[config.mk]
export PLATFORM = sky130hd
export DESIGN_NAME = d_sram_to_sram_like_p_flat
export DESIGN_NICKNAME = d
export VERILOG_FILES = /design/src/rtl/d_sram_to_sram_like_p_if.sv /design/src/rtl/d_sram_to_sram_like_p.sv /design/src/flat_wrapper.sv
export SDC_FILE = /design/constraint.sdc
export NUM_CORES = 1
export LEC_CHECK = 0
export CAP_MARGIN = 0
export CORE_AREA = 2 2 90 84
export CTS_CLUSTER_DIAMETER = 120
export CTS_CLUSTER_SIZE = 12
export DETAILED_ROUTE_END_ITERATION = 6
export DIE_AREA = 0 0 92 86
export PLACE_DENSITY = 0.8
export SETUP_SLACK_MARGIN = 0.02
export SYNTH_ARGS = -nofsm -noshare
export SYNTH_HDL_FRONTEND = slang
export SYNTH_SLANG_ARGS = --single-unit
[constraint.sdc]
create_clock -name clk -period 1.9 [get_ports clk]
set_clock_uncertainty 0.1 [all_clocks]
set_input_delay 0.19 -clock clk [delete_from_list [all_inputs] [get_ports clk]]
set_output_delay 0.19 -clock clk [all_outputs]
set_load 0.01 [all_outputs]
[src/rtl/d_sram_to_sram_like_p_if.sv]
// SRAM-like bus between the data-side bridge and the AXI-lite conversion layer.
// master: the bridge issuing requests; slave: the bus side answering them.
interface d_sram_to_sram_like_p_if #(
    parameter int ADDR_W = 32
);
    logic              data_req;
    logic              data_wr;
    logic [1:0]        data_size;
    logic [ADDR_W-1:0] data_addr;
    logic [31:0]       data_wdata;
    logic              data_addr_ok;
    logic              data_data_ok;
    logic [31:0]       data_rdata;

    modport master (
        output data_req, data_wr, data_size, data_addr, data_wdata,
        input  data_addr_ok, data_data_ok, data_rdata
    );

    modport slave (
        input  data_req, data_wr, data_size, data_addr, data_wdata,
        output data_addr_ok, data_data_ok, data_rdata
    );
endinterface

[src/rtl/d_sram_to_sram_like_p.sv]
// Data-side bridge: CPU SRAM-style port -> SRAM-like bus, one transaction at a time.
// Request fields are combinational; the pipeline keeps its inputs stable while stalled.
//
// state  | meaning
// IDLE   | no transaction outstanding; request driven straight from data_sram_en
// WAIT   | address accepted, waiting for data_data_ok
// DONE   | response captured; stall released (held while longest_stall if HOLD_UNTIL_RELEASE)
module d_sram_to_sram_like_p #(
    parameter int ADDR_W             = 32,
    parameter bit HOLD_UNTIL_RELEASE = 1'b1,
    parameter int TIMEOUT_CYCLES     = 0
) (
    input  logic              clk,
    input  logic              resetn,
    input  logic              i_data_sram_en,
    input  logic [3:0]        i_data_sram_wen,
    input  logic [ADDR_W-1:0] i_data_sram_addr,
    input  logic [31:0]       i_data_sram_wdata,
    output logic [31:0]       o_data_sram_rdata,
    output logic              o_d_stall,
    input  logic              i_longest_stall,
    output logic              o_wen_illegal,
    output logic              o_timeout_err,
    d_sram_to_sram_like_p_if.master bus
);

    typedef enum logic [1:0] {S_IDLE, S_WAIT, S_DONE} state_t;

    state_t      r_state;
    state_t      w_next;
    logic        w_req;
    logic        w_capture;
    logic        w_wr;
    logic [1:0]  w_size;
    logic [1:0]  w_addr_lo;
    logic        w_pattern_bad;
    logic [31:0] r_rdata;

    assign w_wr = |i_data_sram_wen;

    // Size and low address bits derived from the byte-enable pattern
    always_comb begin
        w_size        = 2'b10;
        w_addr_lo     = i_data_sram_addr[1:0];
        w_pattern_bad = 1'b0;
        case (i_data_sram_wen)
            4'b0000: ;
            4'b1111: w_addr_lo = 2'b00;
            4'b0011: begin w_size = 2'b01; w_addr_lo = 2'b00; end
            4'b1100: begin w_size = 2'b01; w_addr_lo = 2'b10; end
            4'b0001: begin w_size = 2'b00; w_addr_lo = 2'b00; end
            4'b0010: begin w_size = 2'b00; w_addr_lo = 2'b01; end
            4'b0100: begin w_size = 2'b00; w_addr_lo = 2'b10; end
            4'b1000: begin w_size = 2'b00; w_addr_lo = 2'b11; end
            default: begin w_addr_lo = 2'b00; w_pattern_bad = 1'b1; end
        endcase
    end

    assign bus.data_req   = w_req;
    assign bus.data_wr    = w_wr;
    assign bus.data_size  = w_size;
    assign bus.data_addr  = {i_data_sram_addr[ADDR_W-1:2], w_addr_lo};
    assign bus.data_wdata = i_data_sram_wdata;
    assign o_wen_illegal  = i_data_sram_en & w_pattern_bad;
    assign o_d_stall      = i_data_sram_en & (r_state != S_DONE);
    assign o_data_sram_rdata = r_rdata;

    // State register and read-data capture
    always_ff @(posedge clk) begin
        if (!resetn) begin
            r_state <= S_IDLE;
            r_rdata <= 32'd0;
        end else begin
            r_state <= w_next;
            if (w_capture && !w_wr)
                r_rdata <= bus.data_rdata;
        end
    end

    // Next-state, request and capture decode
    always_comb begin
        w_next    = r_state;
        w_req     = 1'b0;
        w_capture = 1'b0;
        case (r_state)
            S_IDLE: begin
                w_req = i_data_sram_en;
                if (i_data_sram_en && bus.data_addr_ok) begin
                    if (bus.data_data_ok) begin
                        w_next    = S_DONE;
                        w_capture = 1'b1;
                    end else begin
                        w_next = S_WAIT;
                    end
                end
            end
            S_WAIT: begin
                if (bus.data_data_ok) begin
                    w_next    = S_DONE;
                    w_capture = 1'b1;
                end
            end
            S_DONE: begin
                if (!HOLD_UNTIL_RELEASE || !i_longest_stall)
                    w_next = S_IDLE;
            end
            default: w_next = S_IDLE;
        endcase
    end

    generate
        if (TIMEOUT_CYCLES > 0) begin : g_wdog
            localparam int CW = $clog2(TIMEOUT_CYCLES + 1);
            localparam logic [CW-1:0] LIMIT = CW'(TIMEOUT_CYCLES);

            logic [CW-1:0] r_wd_cnt;
            logic          r_timeout;
            logic          w_cnt_en;
            logic          w_enter_done;

            assign w_cnt_en     = ((r_state == S_IDLE) && w_req && !bus.data_addr_ok)
                                || (r_state == S_WAIT);
            assign w_enter_done = (w_next == S_DONE) && (r_state != S_DONE);
            assign o_timeout_err = r_timeout;

            // Saturating outstanding-cycle counter with sticky timeout flag
            always_ff @(posedge clk) begin
                if (!resetn) begin
                    r_wd_cnt  <= '0;
                    r_timeout <= 1'b0;
                end else begin
                    if (w_enter_done)
                        r_wd_cnt <= '0;
                    else if (w_cnt_en && (r_wd_cnt != LIMIT))
                        r_wd_cnt <= r_wd_cnt + 1'b1;
                    if (r_wd_cnt == LIMIT)
                        r_timeout <= 1'b1;
                end
            end
        end else begin : g_no_wdog
            assign o_timeout_err = 1'b0;
        end
    endgenerate

endmodule

[src/flat_wrapper.sv]
// flat-port wrapper written by rule: the top's interface ports become plain ports
module d_sram_to_sram_like_p_flat 
#(
    parameter int ADDR_W             = 32,
    parameter bit HOLD_UNTIL_RELEASE = 1'b1,
    parameter int TIMEOUT_CYCLES     = 0
)
  (clk, resetn, i_data_sram_en, i_data_sram_wen, i_data_sram_addr, i_data_sram_wdata, o_data_sram_rdata, o_d_stall, i_longest_stall, o_wen_illegal, o_timeout_err, bus_data_req, bus_data_wr, bus_data_size, bus_data_addr, bus_data_wdata, bus_data_addr_ok, bus_data_data_ok, bus_data_rdata);
  d_sram_to_sram_like_p_if #(.ADDR_W(ADDR_W)) bus_i ();
  input  logic clk;
  input  logic resetn;
  input  logic i_data_sram_en;
  input  logic [3:0] i_data_sram_wen;
  input  logic [ADDR_W-1:0] i_data_sram_addr;
  input  logic [31:0] i_data_sram_wdata;
  output logic [31:0] o_data_sram_rdata;
  output logic o_d_stall;
  input  logic i_longest_stall;
  output logic o_wen_illegal;
  output logic o_timeout_err;
  output wire logic [$bits(bus_i.data_req)-1:0] bus_data_req;
  output wire logic [$bits(bus_i.data_wr)-1:0] bus_data_wr;
  output wire logic [$bits(bus_i.data_size)-1:0] bus_data_size;
  output wire logic [$bits(bus_i.data_addr)-1:0] bus_data_addr;
  output wire logic [$bits(bus_i.data_wdata)-1:0] bus_data_wdata;
  input wire logic [$bits(bus_i.data_addr_ok)-1:0] bus_data_addr_ok;
  input wire logic [$bits(bus_i.data_data_ok)-1:0] bus_data_data_ok;
  input wire logic [$bits(bus_i.data_rdata)-1:0] bus_data_rdata;
  assign bus_data_req = bus_i.data_req;
  assign bus_data_wr = bus_i.data_wr;
  assign bus_data_size = bus_i.data_size;
  assign bus_data_addr = bus_i.data_addr;
  assign bus_data_wdata = bus_i.data_wdata;
  assign bus_i.data_addr_ok = bus_data_addr_ok;
  assign bus_i.data_data_ok = bus_data_data_ok;
  assign bus_i.data_rdata = bus_data_rdata;
  d_sram_to_sram_like_p #(.ADDR_W(ADDR_W), .HOLD_UNTIL_RELEASE(HOLD_UNTIL_RELEASE), .TIMEOUT_CYCLES(TIMEOUT_CYCLES)) u_core (.clk(clk), .resetn(resetn), .i_data_sram_en(i_data_sram_en), .i_data_sram_wen(i_data_sram_wen), .i_data_sram_addr(i_data_sram_addr), .i_data_sram_wdata(i_data_sram_wdata), .o_data_sram_rdata(o_data_sram_rdata), .o_d_stall(o_d_stall), .i_longest_stall(i_longest_stall), .o_wen_illegal(o_wen_illegal), .o_timeout_err(o_timeout_err), .bus(bus_i));
endmodule
# --- Yosys cells after proc, flatten, opt, wreduce, memory -nomap -nowiden ---
# Cells that the tools add are included.
classes:
  shifts: 0
  n_mux: 12
  multipliers: 0
  n_reduce_logical: 11
  n_eq_ne: 13
  n_div: 0
  add_sub_neg: 0
  n_bitwise: 2
  order_cmp: 0
ops:
  columns: ["operator", "n"]
  rows:
  - ["equality test 4 bit, second input constant", 3]
  - ["equality test 4 x 2 -> 1 bit, second input constant", 2]
  - ["2-to-1 mux 2 bit", 4]
  - ["one-hot mux 2 bit (4 select lines)", 1]
  - ["OR reduction 4 bit", 2]
  - ["OR reduction 8 bit", 1]
  - ["!= test 2 bit, second input constant", 3]
  - ["one-hot mux 2 bit (3 select lines)", 1]
  - ["equality test 4 x 1 -> 1 bit, second input constant", 1]
  - ["equality test 4 x 3 -> 1 bit, second input constant", 1]
  - ["logical NOT 4 bit", 1]
  - ["2-to-1 mux 1 bit", 4]
  - ["one-hot mux 2 bit (2 select lines)", 1]
  - ["OR reduction 2 bit", 2]
  - ["AND reduction 3 bit", 1]
  - ["bitwise AND 1 bit", 2]
  - ["equality test 2 x 1 -> 1 bit, second input constant", 1]
  - ["equality test 2 bit, second input constant", 1]
  - ["logical AND 1 bit", 2]
  - ["logical NOT 2 bit", 1]
  - ["!= test 2 x 1 -> 1 bit, second input constant", 1]
  - ["one-hot mux 1 bit (2 select lines)", 1]
  - ["logical NOT 1 bit", 1]
totals:
  mem_bits_ro: 0
  latchBits: 0
  elab_cells: 40
  mem_bits_rw: 0
  in_bits: 106
  register_bits: 34
  output_inout_bits: 103
  mem_count: 0

# --- Longest topological paths before layout ---
depth:
  depth_word: 4
  mapped_depth: 4
  ltp_nobuf: 3

# --- Worst setup path before layout ---
# OpenSTA, ideal clock, no wires.
synth_path:
  path_kind: "input port to flip-flop"
  from: "input port i_data_sram_wen[1]"
  to: "register u_core.r_rdata[0], in the netlist u_core.o_data_sram_rdata[0]"
  cell_stages: 4
  path_slack_ps: 187
  arrival_ps: 1541
  t_required_ps: 1728
  setup_ps: 72
  n_path_buf: 1
  cell_sequence: "or4_4 > nor4b_4 > buf_6 > mux2i_1"
synth_via:
  elab_chain_len: 3
synth_rtl:
  columns: ["element", "line_no", "rtl"]
  rows:
  - ["from (decl)", "flat_wrapper.sv:13", "input logic [3:0] i_data_sram_wen;"]
  - ["OR reduction 4 bit", "d_sram_to_sram_like_p.sv:39", "assign w_wr = |i_data_sram_wen;"]
  - ["logical NOT 1 bit", "d_sram_to_sram_like_p.sv:75", "if (w_capture && !w_wr)"]
  - ["logical AND 1 bit", "d_sram_to_sram_like_p.sv:75", null]
  - ["to (signal assigned)", "d_sram_to_sram_like_p.sv:76", "r_rdata <= bus.data_rdata;"]
  - ["to (decl)", "d_sram_to_sram_like_p.sv:37", "logic [31:0] r_rdata;"]
# No other way between the ends.
# A chain may end at the register's enable or synchronous reset.

# --- Worst setup path in the final report ---
layout_path:
  from: "input port i_data_sram_wen[3]"
  to: "output port bus_data_size[0]"
layout_via:
  elab_chain_len: 3
  word_cells_on_any_way: 9
  cone_classes: "eq/ne: 6; mux: 1; reduce/logical: 2"
layout_rtl:
  columns: ["element", "line_no", "rtl"]
  rows:
  - ["equality test 4 x 1 -> 1 bit (tied with other cells)", "d_sram_to_sram_like_p.sv:46", "case (i_data_sram_wen)"]
  - ["OR reduction 4 bit (no source line) or OR reduction 2 bit (tied branches)", null, null]
  - ["one-hot mux 2 bit (2 select lines) (*)", "d_sram_to_sram_like_p.sv:46", null]
  - ["to (decl)", "flat_wrapper.sv:23", "output wire logic [$bits(bus_i.data_size)-1:0] bus_data_size;"]
# Every way passes the cells marked *; elsewhere a longest branch is shown, timed or not.

==> results.json <==
{
  "grt_pass1_vias": 1476,
  "dp.cells": 334,
  "die_w_um": 92,
  "hold_violations": 0,
  "drive_above_1_share": 0.0843,
  "clk_latency_ns": 0.28,
  "seq_area_frac_synth": 0.346,
  "syn_avg_cell_area_um2": 8.79,
  "cp.arrival_ns": 1.52,
  "nets": 354,
  "drv_slew": 0,
  "syn_inst": 224,
  "antenna_left": 0,
  "grt_use_met1": 0.0979,
  "cts-resized-gates": 9,
  "synth_top_cell_by_area": "dfxtp_1",
  "antenna_found_initial": 0,
  "gp_congestion": 0.652,
  "grt.overflow.total": 0,
  "setup_violations": 0,
  "pwr-share-seq": 0.496,
  "wl_per_cell_um": 11.5,
  "holdCritStartpoint": "i_data_sram_addr[3]",
  "initial_core_util": 0.285,
  "leakage_nw": 0.896,
  "r2r_end": "u_core.o_data_sram_rdata[16]",
  "holdWs_ns": 0.280,
  "clock-sinks": 34,
  "swShare": 0.243,
  "finalNonFillerCells": 342,
  "r2r_cells": 4,
  "clockBufferDepth": 2,
  "drc_errors": 0,
  "min_period_ns": 1.81,
  "syn_nets": 330,
  "pwr-share-comb": 0.139,
  "critPathMaxFanout": 6,
  "yosys_most_used_dff": "dfxtp_1",
  "clock.fmax_ghz": 0.552,
  "post_cts_buffers": 0,
  "syn_area_um2": 1970,
  "yosys.cell_count.top_type": "nand2_1",
  "dieArea_um2": 7910,
  "fin_ws_ns": 0.0873,
  "placed_area_um2": 2410,
  "hpwl_mm": 3.02,
  "rows": 29,
  "hp-class": "input port to output port",
  "finalCritPeriodShare": 0.954,
  "power_per_cell_area_nw_per_um2": 580,
  "grt_use_total": 0.0988,
  "cts_buffers": 5,
  "synth_top_area_share": 0.346,
  "ys_top_cells_by_count": "nand2_1 (64), buf_4 (63), dfxtp_1 (34)",
  "finish.instance_area_um2": 2510,
  "pre_cts_ws_ns": -0.405,
  "async_flop_share": 0,
  "cap_violations": 0,
  "areaGrowthSynthToFinish_pct": 27.4,
  "rsz0062_at_grt": "true",
  "regToRegSetupSlack_ns": 0.43,
  "wl_mm": 3.94,
  "synth-seq-cells": 34,
  "min_to": "bus_data_addr[3]",
  "outcome": "complete, no violations",
  "switchingPower_uw": 353,
  "n_antenna_cell": 0,
  "root_buffer": "clkbuf_8",
  "cp.required_ns": 1.61,
  "dr.pass1.iters": 2,
  "synth_cell_types": 26,
  "synth_warnings": 0,
  "min_path_cells": 0,
  "drt_iter0_drc": 36,
  "r2r_start": "u_core.r_state[0]",
  "synth_top_cells_by_area": "dfxtp_1 (35%), buf_4 (24%), mux2i_1 (16%)",
  "hold_buffers": 0,
  "p_int_mw": 1.10,
  "ir_drop_uv": 179,
  "port_buffers": 83,
  "end_kind": "output port",
  "viasPerCell": 4.22,
  "met2_usage": 0.183,
  "cts_tree": "built",
  "synth_enable_flop_cells": 0,
  "grt_use_met3": 0.0369,
  "grt_pass1_wl_mm": 6.38,
  "route.vias.total": 1443,
  "htree_levels": 2,
  "pwr-share-clk": 0.365,
  "grt_max_degree": 41,
  "die_y_um": 86,
  "core_um2": 6890,
  "critPathKind": "input port to output port",
  "io_pins": 209,
  "power_mw": 1.45,
  "start_kind": "input port",
  "grt-busiest-layer": "met2"
}
[layout make-up]
class                   count  area [um^2]
fillers                   719         4390
clock inverters             3         21.3
well taps                  93          116
inverters                   1         3.75
multi-input cells         116          728
flip-flops and latches     34          681
repair buffers             90          888
clock buffers               5         68.8
[sequential cells by signal, summed over array words and instances, names as in the netlist]
register,flops
u_core.o_data_sram_rdata,32
u_core.r_state,2
[metal layers]
layer,vias to the layer above,routed length (um)
met5,-,0
met4,0,89
met3,24,334
met2,53,2020
met1,663,1500
li1,703,-
[critical path: stages]
cell             delay (ns)
dlygate4sd2_1          0.29
nor2_1                 0.20
and3_2                 0.21
a31o_2                 0.10
clkdlybuf4s50_1        0.53
[power by group through the flow]
stage                     clock network [mW]  logic, mW  registers (mW)
after global placement                     0      0.205           0.738
after detailed placement                   0      0.208           0.738
after floorplan                            0      0.206           0.739
after global routing                   0.590      0.222           0.722
final                                  0.530      0.202           0.721
after CTS                              0.567      0.205           0.721
[cells in the final DEF, fill, tap and decap left out]
cell type / Yosys / layout
clkdlybuf4s50_1: 0 / 74
nand2_1: 64 / 64
dfxtp_1: 34 / 34
mux2i_1: 32 / 32
dlygate4sd2_1: 0 / 7
clkbuf_8: 0 / 5
buf_4: 63 / 5
nor3b_1: 2 / 2
or4_4: 1 / 1
nor3_1: 1 / 1
a2111oi_0: 1 / 1
nor2_4: 0 / 1
o31a_1: 1 / 1
nor2_1: 2 / 1
xnor2_1: 1 / 1
nand4_1: 1 / 1
nor4bb_1: 1 / 1
inv_1: 1 / 1
a21boi_1: 0 / 1
and3_2: 1 / 1
a31o_2: 1 / 1
a21oi_1: 1 / 1
nor4b_4: 1 / 1
and3_1: 1 / 1
o21a_1: 1 / 1
nor4b_1: 1 / 1
conb_1: 1 / 1
clkinvlp_4: 0 / 1
clkinv_4: 0 / 1
clkinv_2: 0 / 1
buf_2: 2 / 1
dlymetal6s2s_1: 0 / 1
buf_6: 4 / 1
buf_12: 0 / 1
[cells by family (layout without fill, tap and decap cells)]
family	Yosys count	count (layout)	synth area share
AO/OA/AOI/OAI	6	6	0.0235
XOR/XNOR	1	1	0.00445
buffers and inverters	74	99	0.288
flip-flops	34	34	0.346
multiplexers	32	32	0.163
other	1	1	0.00191
AND/OR/NAND/NOR	76	76	0.174
[how the worst max path moves through the flow]
stage                                              end  depth (start not counted)               start  slack, ns
after global routing      u_core.o_data_sram_rdata[23]                          5  i_data_sram_wen[1]       0.02
final                                 bus_data_size[0]                          5  i_data_sram_wen[3]       0.09
after global placement     u_core.o_data_sram_rdata[8]                          5  i_data_sram_wen[1]      -0.33
after floorplan            u_core.o_data_sram_rdata[0]                          4  i_data_sram_wen[1]       0.19
after CTS                             bus_data_size[0]                          5  i_data_sram_wen[3]       0.08
after detailed placement   u_core.o_data_sram_rdata[6]                          5  i_data_sram_wen[1]      -0.40
[stage by stage]
stage,utilization,setup TNS [ns]
3_5_place_dp,0.350,-11.84
3_3_place_gp,0.350,-10.80
4_1_cts,0.363,0
5_1_grt,0.364,0
2_1_floorplan,-,0
6_report,0.364,0
No activity file was read; power rests on OpenSTA's default activity.
